===== config.mk =====
export PLATFORM = sky130hd
export DESIGN_NAME = vga_frame_scheduler
export DESIGN_NICKNAME = d
export VERILOG_FILES = /design/src/rtl/vga_frame_scheduler.sv
export SDC_FILE = /design/constraint.sdc
export NUM_CORES = 1
export LEC_CHECK = 0
export ABC_AREA = 1
export BUFFER_PORTS_ARGS = -buffer_cell sky130_fd_sc_hd__buf_2
export CORE_MARGIN = 1
export CORE_UTILIZATION = 59
export CTS_BUF_LIST = sky130_fd_sc_hd__clkbuf_8
export DETAILED_ROUTE_END_ITERATION = 16
export PLACE_DENSITY_LB_ADDON = 0.2
export SYNTH_ARGS = -nofsm -noshare
export SYNTH_HDL_FRONTEND = slang
export SYNTH_SLANG_ARGS = --single-unit

===== constraint.sdc =====
create_clock -name clk -period 2.4 [get_ports clk]
set_clock_uncertainty 0.15 [all_clocks]
set_input_delay 0.6 -clock clk [delete_from_list [all_inputs] [get_ports clk]]
set_output_delay 0.6 -clock clk [all_outputs]
set_load 0.01 [all_outputs]

===== src/rtl/vga_frame_scheduler.sv =====
// VGA raster timing plus vblank-aligned scheduling of life-engine generation updates.
// Optional macro VGA_GEN_COUNTER_EN adds a 16-bit genCount of completed buffer swaps.
module vga_frame_scheduler #(
    parameter int H_ACTIVE      = 640,
    parameter int H_FRONT_PORCH = 16,
    parameter int H_SYNC_PULSE  = 96,
    parameter int H_BACK_PORCH  = 48,
    parameter int V_ACTIVE      = 480,
    parameter int V_FRONT_PORCH = 10,
    parameter int V_SYNC_PULSE  = 2,
    parameter int V_BACK_PORCH  = 33,
    parameter int CLK_DIV       = 4,
    parameter int GEN_FRAMES    = 8,
    localparam int H_TOTAL = H_ACTIVE + H_FRONT_PORCH + H_SYNC_PULSE + H_BACK_PORCH,
    localparam int V_TOTAL = V_ACTIVE + V_FRONT_PORCH + V_SYNC_PULSE + V_BACK_PORCH,
    localparam int HW      = $clog2(H_TOTAL),
    localparam int VW      = $clog2(V_TOTAL)
) (
    input  logic          clk,
    input  logic          rst_n,
    input  logic          run,
    input  logic          step,
    input  logic          updateAck,
    input  logic          updateDone,
    output logic          pixelTick,
    output logic [HW-1:0] hCount,
    output logic [VW-1:0] vCount,
    output logic          hSync,
    output logic          vSync,
    output logic          videoOn,
    output logic          frameStart,
    output logic          updateReq,
    output logic          bufSwap,
    output logic          overrun
`ifdef VGA_GEN_COUNTER_EN
    ,
    output logic [15:0]   genCount
`endif
);

    localparam int DW = (CLK_DIV > 1) ? $clog2(CLK_DIV) : 1;
    localparam int FW = $clog2(GEN_FRAMES + 1);

    localparam logic [DW-1:0] DIV_LAST = DW'(CLK_DIV - 1);
    localparam logic [HW-1:0] H_LAST   = HW'(H_TOTAL - 1);
    localparam logic [HW-1:0] H_VIS    = HW'(H_ACTIVE);
    localparam logic [HW-1:0] HS_START = HW'(H_ACTIVE + H_FRONT_PORCH);
    localparam logic [HW-1:0] HS_END   = HW'(H_ACTIVE + H_FRONT_PORCH + H_SYNC_PULSE - 1);
    localparam logic [VW-1:0] V_LAST   = VW'(V_TOTAL - 1);
    localparam logic [VW-1:0] V_VIS    = VW'(V_ACTIVE);
    localparam logic [VW-1:0] VS_START = VW'(V_ACTIVE + V_FRONT_PORCH);
    localparam logic [VW-1:0] VS_END   = VW'(V_ACTIVE + V_FRONT_PORCH + V_SYNC_PULSE - 1);
    localparam logic [FW-1:0] GEN_LAST = FW'(GEN_FRAMES - 1);

    typedef enum logic [1:0] {S_IDLE, S_REQ, S_BUSY, S_SWAP} state_t;

    logic [DW-1:0] div_q, div_d;
    logic [HW-1:0] h_q, h_d;
    logic [VW-1:0] v_q, v_d;
    logic          hsync_q, hsync_d;
    logic          vsync_q, vsync_d;
    logic          video_q, video_d;
    logic          frame_start_q, frame_start_d;
    logic          vblank_entry_q, vblank_entry_d;
    logic [FW-1:0] frame_cnt_q, frame_cnt_d;
    logic          pending_q, pending_d;
    state_t        state_q, state_d;
    logic          update_req_q, update_req_d;
    logic          overrun_q, overrun_d;
    logic          tick, h_wrap, v_wrap, gen_trig, trigger, buf_swap;

    always_comb begin
        tick  = (div_q == DIV_LAST);
        div_d = tick ? '0 : div_q + 1'b1;

        h_wrap = tick && (h_q == H_LAST);
        v_wrap = h_wrap && (v_q == V_LAST);
        h_d    = tick ? (h_wrap ? '0 : h_q + 1'b1) : h_q;
        v_d    = h_wrap ? (v_wrap ? '0 : v_q + 1'b1) : v_q;

        // Sync/video are derived from the next position so they stay aligned with the counters.
        hsync_d        = !((h_d >= HS_START) && (h_d <= HS_END));
        vsync_d        = !((v_d >= VS_START) && (v_d <= VS_END));
        video_d        = (h_d < H_VIS) && (v_d < V_VIS);
        frame_start_d  = v_wrap;
        vblank_entry_d = h_wrap && (v_d == V_VIS);

        gen_trig    = 1'b0;
        frame_cnt_d = frame_cnt_q;
        if (!run) begin
            frame_cnt_d = '0;
        end else if (frame_start_q) begin
            if (frame_cnt_q == GEN_LAST) begin
                frame_cnt_d = '0;
                gen_trig    = 1'b1;
            end else begin
                frame_cnt_d = frame_cnt_q + 1'b1;
            end
        end
        trigger = step || gen_trig;

        state_d      = state_q;
        update_req_d = update_req_q;
        overrun_d    = overrun_q;
        pending_d    = pending_q || trigger;
        buf_swap     = 1'b0;
        case (state_q)
            S_IDLE: begin
                // A trigger landing in the vblank-entry cycle is served immediately.
                if ((pending_q || trigger) && vblank_entry_q) begin
                    state_d      = S_REQ;
                    update_req_d = 1'b1;
                    pending_d    = 1'b0;
                end
            end
            S_REQ: begin
                if (frame_start_q) overrun_d = 1'b1;
                if (updateAck) begin
                    state_d      = S_BUSY;
                    update_req_d = 1'b0;
                end
            end
            S_BUSY: begin
                if (updateDone && frame_start_q) begin
                    buf_swap = 1'b1;
                    state_d  = S_IDLE;
                end else if (updateDone) begin
                    state_d = S_SWAP;
                end else if (frame_start_q) begin
                    overrun_d = 1'b1;
                end
            end
            S_SWAP: begin
                if (frame_start_q) begin
                    buf_swap = 1'b1;
                    state_d  = S_IDLE;
                end
            end
            default: state_d = S_IDLE;
        endcase
    end

    always_ff @(posedge clk or negedge rst_n) begin
        if (!rst_n) begin
            div_q          <= '0;
            h_q            <= '0;
            v_q            <= '0;
            hsync_q        <= 1'b1;
            vsync_q        <= 1'b1;
            video_q        <= 1'b1;
            frame_start_q  <= 1'b0;
            vblank_entry_q <= 1'b0;
            frame_cnt_q    <= '0;
            pending_q      <= 1'b0;
            state_q        <= S_IDLE;
            update_req_q   <= 1'b0;
            overrun_q      <= 1'b0;
        end else begin
            div_q          <= div_d;
            h_q            <= h_d;
            v_q            <= v_d;
            hsync_q        <= hsync_d;
            vsync_q        <= vsync_d;
            video_q        <= video_d;
            frame_start_q  <= frame_start_d;
            vblank_entry_q <= vblank_entry_d;
            frame_cnt_q    <= frame_cnt_d;
            pending_q      <= pending_d;
            state_q        <= state_d;
            update_req_q   <= update_req_d;
            overrun_q      <= overrun_d;
        end
    end

`ifdef VGA_GEN_COUNTER_EN
    logic [15:0] gen_cnt_q, gen_cnt_d;

    always_comb begin
        gen_cnt_d = gen_cnt_q + {15'd0, buf_swap};
    end

    always_ff @(posedge clk or negedge rst_n) begin
        if (!rst_n) gen_cnt_q <= '0;
        else        gen_cnt_q <= gen_cnt_d;
    end

    assign genCount = gen_cnt_q;
`endif

    assign pixelTick  = tick;
    assign hCount     = h_q;
    assign vCount     = v_q;
    assign hSync      = hsync_q;
    assign vSync      = vsync_q;
    assign videoOn    = video_q;
    assign frameStart = frame_start_q;
    assign updateReq  = update_req_q;
    assign bufSwap    = buf_swap;
    assign overrun    = overrun_q;

endmodule


---- After elaboration in Yosys (flattened, before gate mapping) ----
Cells that the tools add are included.
word-level totals
  register bits after elaboration ......... 36
  input bits .............................. 6
  word-level logic and storage cells ...... 85
operators by class
  $add $sub $neg .......................... 4
  magnitude comparators ................... 6
  equal/unequal tests ..................... 15
  muxes and demuxes ....................... 29
  reductions and logical operators ........ 18
operators by type and width
  operator                                                                              number
  10-bit two-way mux                                                                    4
  10-bit by 1-bit adder with 10-bit output, second input constant                       2
  10-bit equality test, second input constant                                           2
  1-bit two-way mux                                                                     12
  2-bit two-way mux                                                                     6
  4-bit two-way mux                                                                     3
  10-bit by 9-bit equality test with 1-bit output, second input constant                1
  10-bit greater-or-equal comparator, second input constant                             1
  10-bit by 9-bit greater-or-equal comparator with 1-bit output, second input constant  1
  10-bit <= comparator, second input constant                                           1
  10-bit by 9-bit <= comparator with 1-bit output, second input constant                1
  10-bit less-than comparator, second input constant                                    1
  10-bit by 9-bit less-than comparator with 1-bit output, second input constant         1
  2-bit inequality test, second input constant                                          5
  1-bit logical AND                                                                     8
  2-bit one-hot mux with 4 select lines                                                 1
  2-bit equality test, second input constant                                            3
  1-bit one-hot mux with 2 select lines                                                 3
  3-bit AND reduction                                                                   2
  4-bit by 1-bit adder with 4-bit output, second input constant                         1
  4-bit by 3-bit equality test with 1-bit output, second input constant                 1
  4-bit AND reduction                                                                   1
  2-bit nonzero test                                                                    2
  3-bit inequality test, second input constant                                          1
  6 further kinds                                                                       8

---- Longest topological paths before layout ----
  depth after elaboration ................. 9
  mapped depth ............................ 13
  depth with buffers taken out ............ 12

---- Worst setup path after synthesis ----
OpenSTA, ideal clock, no wires.
  path kind ............................... register -> register
  start point ............................. reg div_q[0]
  end point ............................... reg vsync_q, in the netlist vSync
  arrival ................................. 1.560 ns
  required time ........................... 2.172 ns
  slack ................................... 0.612 ns
  stages on the path, launching flop included .. 12
  path buffers ............................ 2
  path through ............................ dfrtp_1 > ha_1 > buf_4 > nand2_2 > nand3b_4 > nor2_4 > buf_6 > nor2_2 > a21oi_2 > nand2_1 > nor2_2 > nand2_1
on the way
  cells in the longest elaborated chain, start to end .. 8
  elaborated cells on any way between the ends .. 9
  those cells by class .................... 2 x order compare; 1 x eq/ne; 2 x mux; 4 x reduce/logical
RTL lines
  item                                                                                                                              RTL line  RTL
  start, declared                                                                                                                   57        logic [DW-1:0] div_q, div_d;
  start signal, assigned                                                                                                            159       div_q <= div_d;
  2-bit equality test (*)                                                                                                           73        tick = (div_q == DIV_LAST);
  named net pixelTick                                                                                                               25        output logic pixelTick,
  1-bit logical AND (*)                                                                                                             76        h_wrap = tick && (h_q == H_LAST);
  1-bit logical AND                                                                                                                 77        v_wrap = h_wrap && (v_q == V_LAST);
  10-bit two-way mux                                                                                                                79        v_d = h_wrap ? (v_wrap ? '0 : v_q + 1'b1) : v_q;
  10-bit two-way mux (*)                                                                                                            79
  named net v_d[7]                                                                                                                  59        logic [VW-1:0] v_q, v_d;
  10-bit by 9-bit greater-or-equal comparator with 1-bit output or 10-bit by 9-bit <= comparator with 1-bit output (tied branches)  83        vsync_d = !((v_d >= VS_START) && (v_d <= VS_END));
  1-bit logical AND (*)                                                                                                             83
  1-bit zero test (*)                                                                                                               83
  named net vsync_d                                                                                                                 61        logic vsync_q, vsync_d;
  end signal, assigned                                                                                                              163       vsync_q <= vsync_d;
  end, declared                                                                                                                     61
The timed path passes the listed nets; every way through them passes the cells marked *.
A chain may end at the register's enable or synchronous reset.

---- Worst setup path in the final report ----
  start point ............................. reg div_q[0]
  end point ............................... reg vsync_q, in the netlist vSync
on the way
  cells in the longest elaborated chain, start to end .. 8
  elaborated cells on any way between the ends .. 9
  those cells by class .................... 2 x order compare; 1 x eq/ne; 2 x mux; 4 x reduce/logical
RTL lines
  item                                                                                                                              RTL line
  2-bit equality test (*)                                                                                                           73
  1-bit logical AND (*)                                                                                                             76
  1-bit logical AND                                                                                                                 77
  10-bit two-way mux                                                                                                                79
  10-bit two-way mux (*)                                                                                                            79
  10-bit by 9-bit greater-or-equal comparator with 1-bit output or 10-bit by 9-bit <= comparator with 1-bit output (tied branches)  83
  1-bit logical AND (*)                                                                                                             83
  1-bit zero test (*)                                                                                                               83
  named net vsync_d                                                                                                                 61
Marks and branches as above.

==> flow_metrics.py <==
metrics = {
    "run_status": {
        "outcome": "complete, no violations",
    },
    "layout": {
        "drive_gt1_share_pct": 18.92,
        "nNetsFinal": 344,
        "layout_common_cells": "nand2_1 (80), inv_1 (47), nor2_1 (36)",
        "final_common_cell": "nand2_1",
        "stdcell_count": 379,
        "synthToLayoutAreaGrowth_pct": 13.01,
        "num_antenna_cells": 0,
    },
    "clock_network": {
        "cts_tree": "built",
        "clockRootBuffer": "clkbuf_8",
        "cts_max_level": 2,
        "cts_resized": 0,
        "clk-insertion-delay-late_ns": 0.28,
        "clockBufferDepth": 2,
        "cts.sinks": 36,
        "cts_setup_buffers": 0,
        "clk_pin_slew_worst_paths_ns": 0.07,
        "cts_buffers": 5,
        "holdBufCountCts": 0,
    },
    "setup_path": {
        "crit_family": "simple AND/OR/NAND/NOR gates",
        "crit_arrival_ns": 2.11,
        "cp_num_cells": 11,
        "required_ns": 2.46,
        "regToRegSetupSlack_ns": 0.35,
        "cp_max_fo": 14,
        "rr_endpoint": "vSync$_DFF_PN1_",
        "reg2reg_from": "div_q[0]$_DFF_PN0_",
        "path_common_cell": "nand2_1",
        "crit_type": "reg -> reg",
        "crit_chain": "ha_1, nand2_2, nand3b_4, nor2_4, nand2_1, nand2_1, nand2_1, nor2_1, nand2_1, nor2_2, nand2_1",
        "crit_buf_inv": 0,
        "crit_slowest_cell": "dfrtp_1",
        "cp-start-kind": "flip-flop",
        "end_kind": "flip-flop",
        "max_stage_delay_ns": 0.36,
        "reg2reg_depth": 11,
    },
    "die": {
        "io_pins": 34,
        "dieArea_um2": 3915,
        "die_x_um": 62.57,
        "initial_core_util_pct": 63.37,
        "rows": 21,
        "die_y_um": 62.57,
        "core-area_um2": 3416,
    },
    "sta": {
        "rsz0062_at_grt": "false",
        "worst_slew_pin_slew_ns": 0.7740,
        "slew_viol_final": 0,
        "setup_tns_ns": 0,
        "final_hold_viol_count": 0,
        "final.period_utilization_pct": 85.40,
        "setup_slack_ns": 0.3503,
        "final-setup-viol-count": 0,
        "relSlewSlack_pct": 48.40,
        "fmax_ghz": 0.4879,
        "min_period_ns": 2.050,
    },
    "logic_synthesis": {
        "post_synth.cell_area_avg_um2": 7.338,
        "yosysTopAreaCell": "dfrtp_1",
        "seq_area_frac_synth_pct": 41.79,
        "synthCells": 295,
        "synthTopCellsByArea": "dfrtp_1 (38%), nand2_1 (14%), inv_1 (8.0%)",
        "ys_seq_elements": 36,
        "yosysWarnings": 0,
        "netlist_area_um2": 2165,
        "syn-num-nets": 306,
        "synth_top_area_share_pct": 38.15,
        "synthDistinctLibCells": 31,
    },
    "grt": {
        "grt_pass1_vias": 1945,
        "grt_max_degree": 37,
        "grtUsageTotal_pct": 27.39,
        "antenna_found_initial": 0,
        "grt_overflow": 0,
        "grt_first_pass_wirelength_mm": 8.473,
    },
    "placement": {
        "dp_hpwl_mm": 3.647,
        "io_buffer_count": 33,
        "dp_cells": 372,
        "pre_cts_ws_ns": 0.3740,
        "gp_congestion": 0.9188,
    },
    "power": {
        "design_power_total_uw": 1010,
        "ir_worst_vdd_mv": 0.2681,
        "p_per_area_nw_per_um2": 413.1,
        "leakagePower_uw": 0.001391,
    },
    "routing": {
        "wl_per_cell_um": 12.41,
        "antenna_left": 0,
        "drtPass1Iterations": 4,
        "drt_iter0_markers": 121,
        "drc": 0,
        "vias": 2005,
        "routed_wl_mm": 4.705,
        "viasPerCell": 5.290,
    },
    "worst_hold_path": {
        "hp-class": "in -> async",
    },
    "job": {
        "drv_cap": 0,
    },
}
-- how the worst max path moves through the flow --
stage / startpoint / to / slack [ns]
2_1_floorplan: div_q[0]$_DFF_PN0_ / vSync$_DFF_PN1_ / 0.61
3_3_place_gp: div_q[0]$_DFF_PN0_ / vSync$_DFF_PN1_ / 0.46
3_5_place_dp: div_q[0]$_DFF_PN0_ / vSync$_DFF_PN1_ / 0.37
4_1_cts: div_q[0]$_DFF_PN0_ / vSync$_DFF_PN1_ / 0.34
5_1_grt: div_q[0]$_DFF_PN0_ / vSync$_DFF_PN1_ / 0.15
6_report: div_q[0]$_DFF_PN0_ / vSync$_DFF_PN1_ / 0.35
-- worst reg2reg max path: stages, from the launching register on --
cell and delay [ns]:
dfrtp_1 0.36, ha_1 0.36, nand2_2 0.08, nand3b_4 0.16, nor2_4 0.29, nand2_1 0.09
nand2_1 0.07, nand2_1 0.07, nor2_1 0.11, nand2_1 0.08, nor2_2 0.10, nand2_1 0.07
-- cells by family after synthesis --
kind of cell | after synthesis | share of synthesized area (%)
AO/OA/AOI/OAI | 28 | 8.324
XOR/XNOR | 1 | 0.4047
adder cells (fa/ha/maj) | 5 | 2.890
buffers and inverters | 50 | 9.248
flip-flops | 36 | 41.79
AND/OR/NAND/NOR | 175 | 37.34
-- final cells by class --
class                      instances  area (um2)
multi-input combinational        209        1060
fill                             285       969.7
sequential                        36       904.6
inverter                          48       181.4
timing repair buffer              33       165.2
clock buffer                       5       68.82
tap                               46       57.56
clock inverter                     2       8.758
-- synth_stat cells --
master / n
a21oi_1: 6
a21oi_2: 2
a22oi_1: 1
a31o_2: 1
a32o_1: 1
buf_4: 1
buf_6: 1
clkinv_1: 1
clkinv_2: 1
dfrtp_1: 33
dfstp_2: 3
ha_1: 5
inv_1: 46
nand2_1: 80
nand2_2: 5
nand3_1: 30
nand3_2: 1
nand3b_4: 1
nand4_1: 10
nand4_2: 1
nor2_1: 36
nor2_2: 5
nor2_4: 4
nor3_1: 2
o21a_1: 1
o21ai_0: 8
o21ai_1: 1
o21bai_1: 4
o311ai_0: 1
o31ai_1: 2
xor2_1: 1
-- per-stage QoR --
step | hold WS (ns) | util (%) | cell area (um2)
2_1_floorplan | 0.1544 | - | 2165
3_3_place_gp | 0.2609 | 69.34 | 2369
4_1_cts | 0.2658 | 71.61 | 2446
5_1_grt | 0.2906 | 71.61 | 2446
3_5_place_dp | 0.2794 | 69.34 | 2369
6_report | 0.2384 | 71.61 | 2446
-- per-layer routing --
metal / vias to the layer above / global-route usage (%) / wire length, um
met5: - / 0 / 0
met4: 0 / 8.430 / 57
met3: 10 / 5.657 / 209
met2: 59 / 47.01 / 2286
met1: 919 / 34.53 / 2153
li1: 1017 / - / -
-- flip-flops by register name (all words and copies together), names as in the netlist --
name	cells
frame_cnt_q	4
div_q	2
vblank_entry_q	1
pending_q	1
state_q	2
vSync	1
updateReq	1
frameStart	1
videoOn	1
overrun	1
vCount	10
hSync	1
hCount	10
-- where the power goes --
| group | internal, uW | switching, uW | leakage [uW] |
|---|---|---|---|
| Combinational | 3.05 | 13.6 | 0.000883 |
| Clock | 193 | 194 | 0.0000452 |
| Sequential | 607 | 0.00000000000000803 | 0.000463 |
Power figures use the tool's default switching activity.
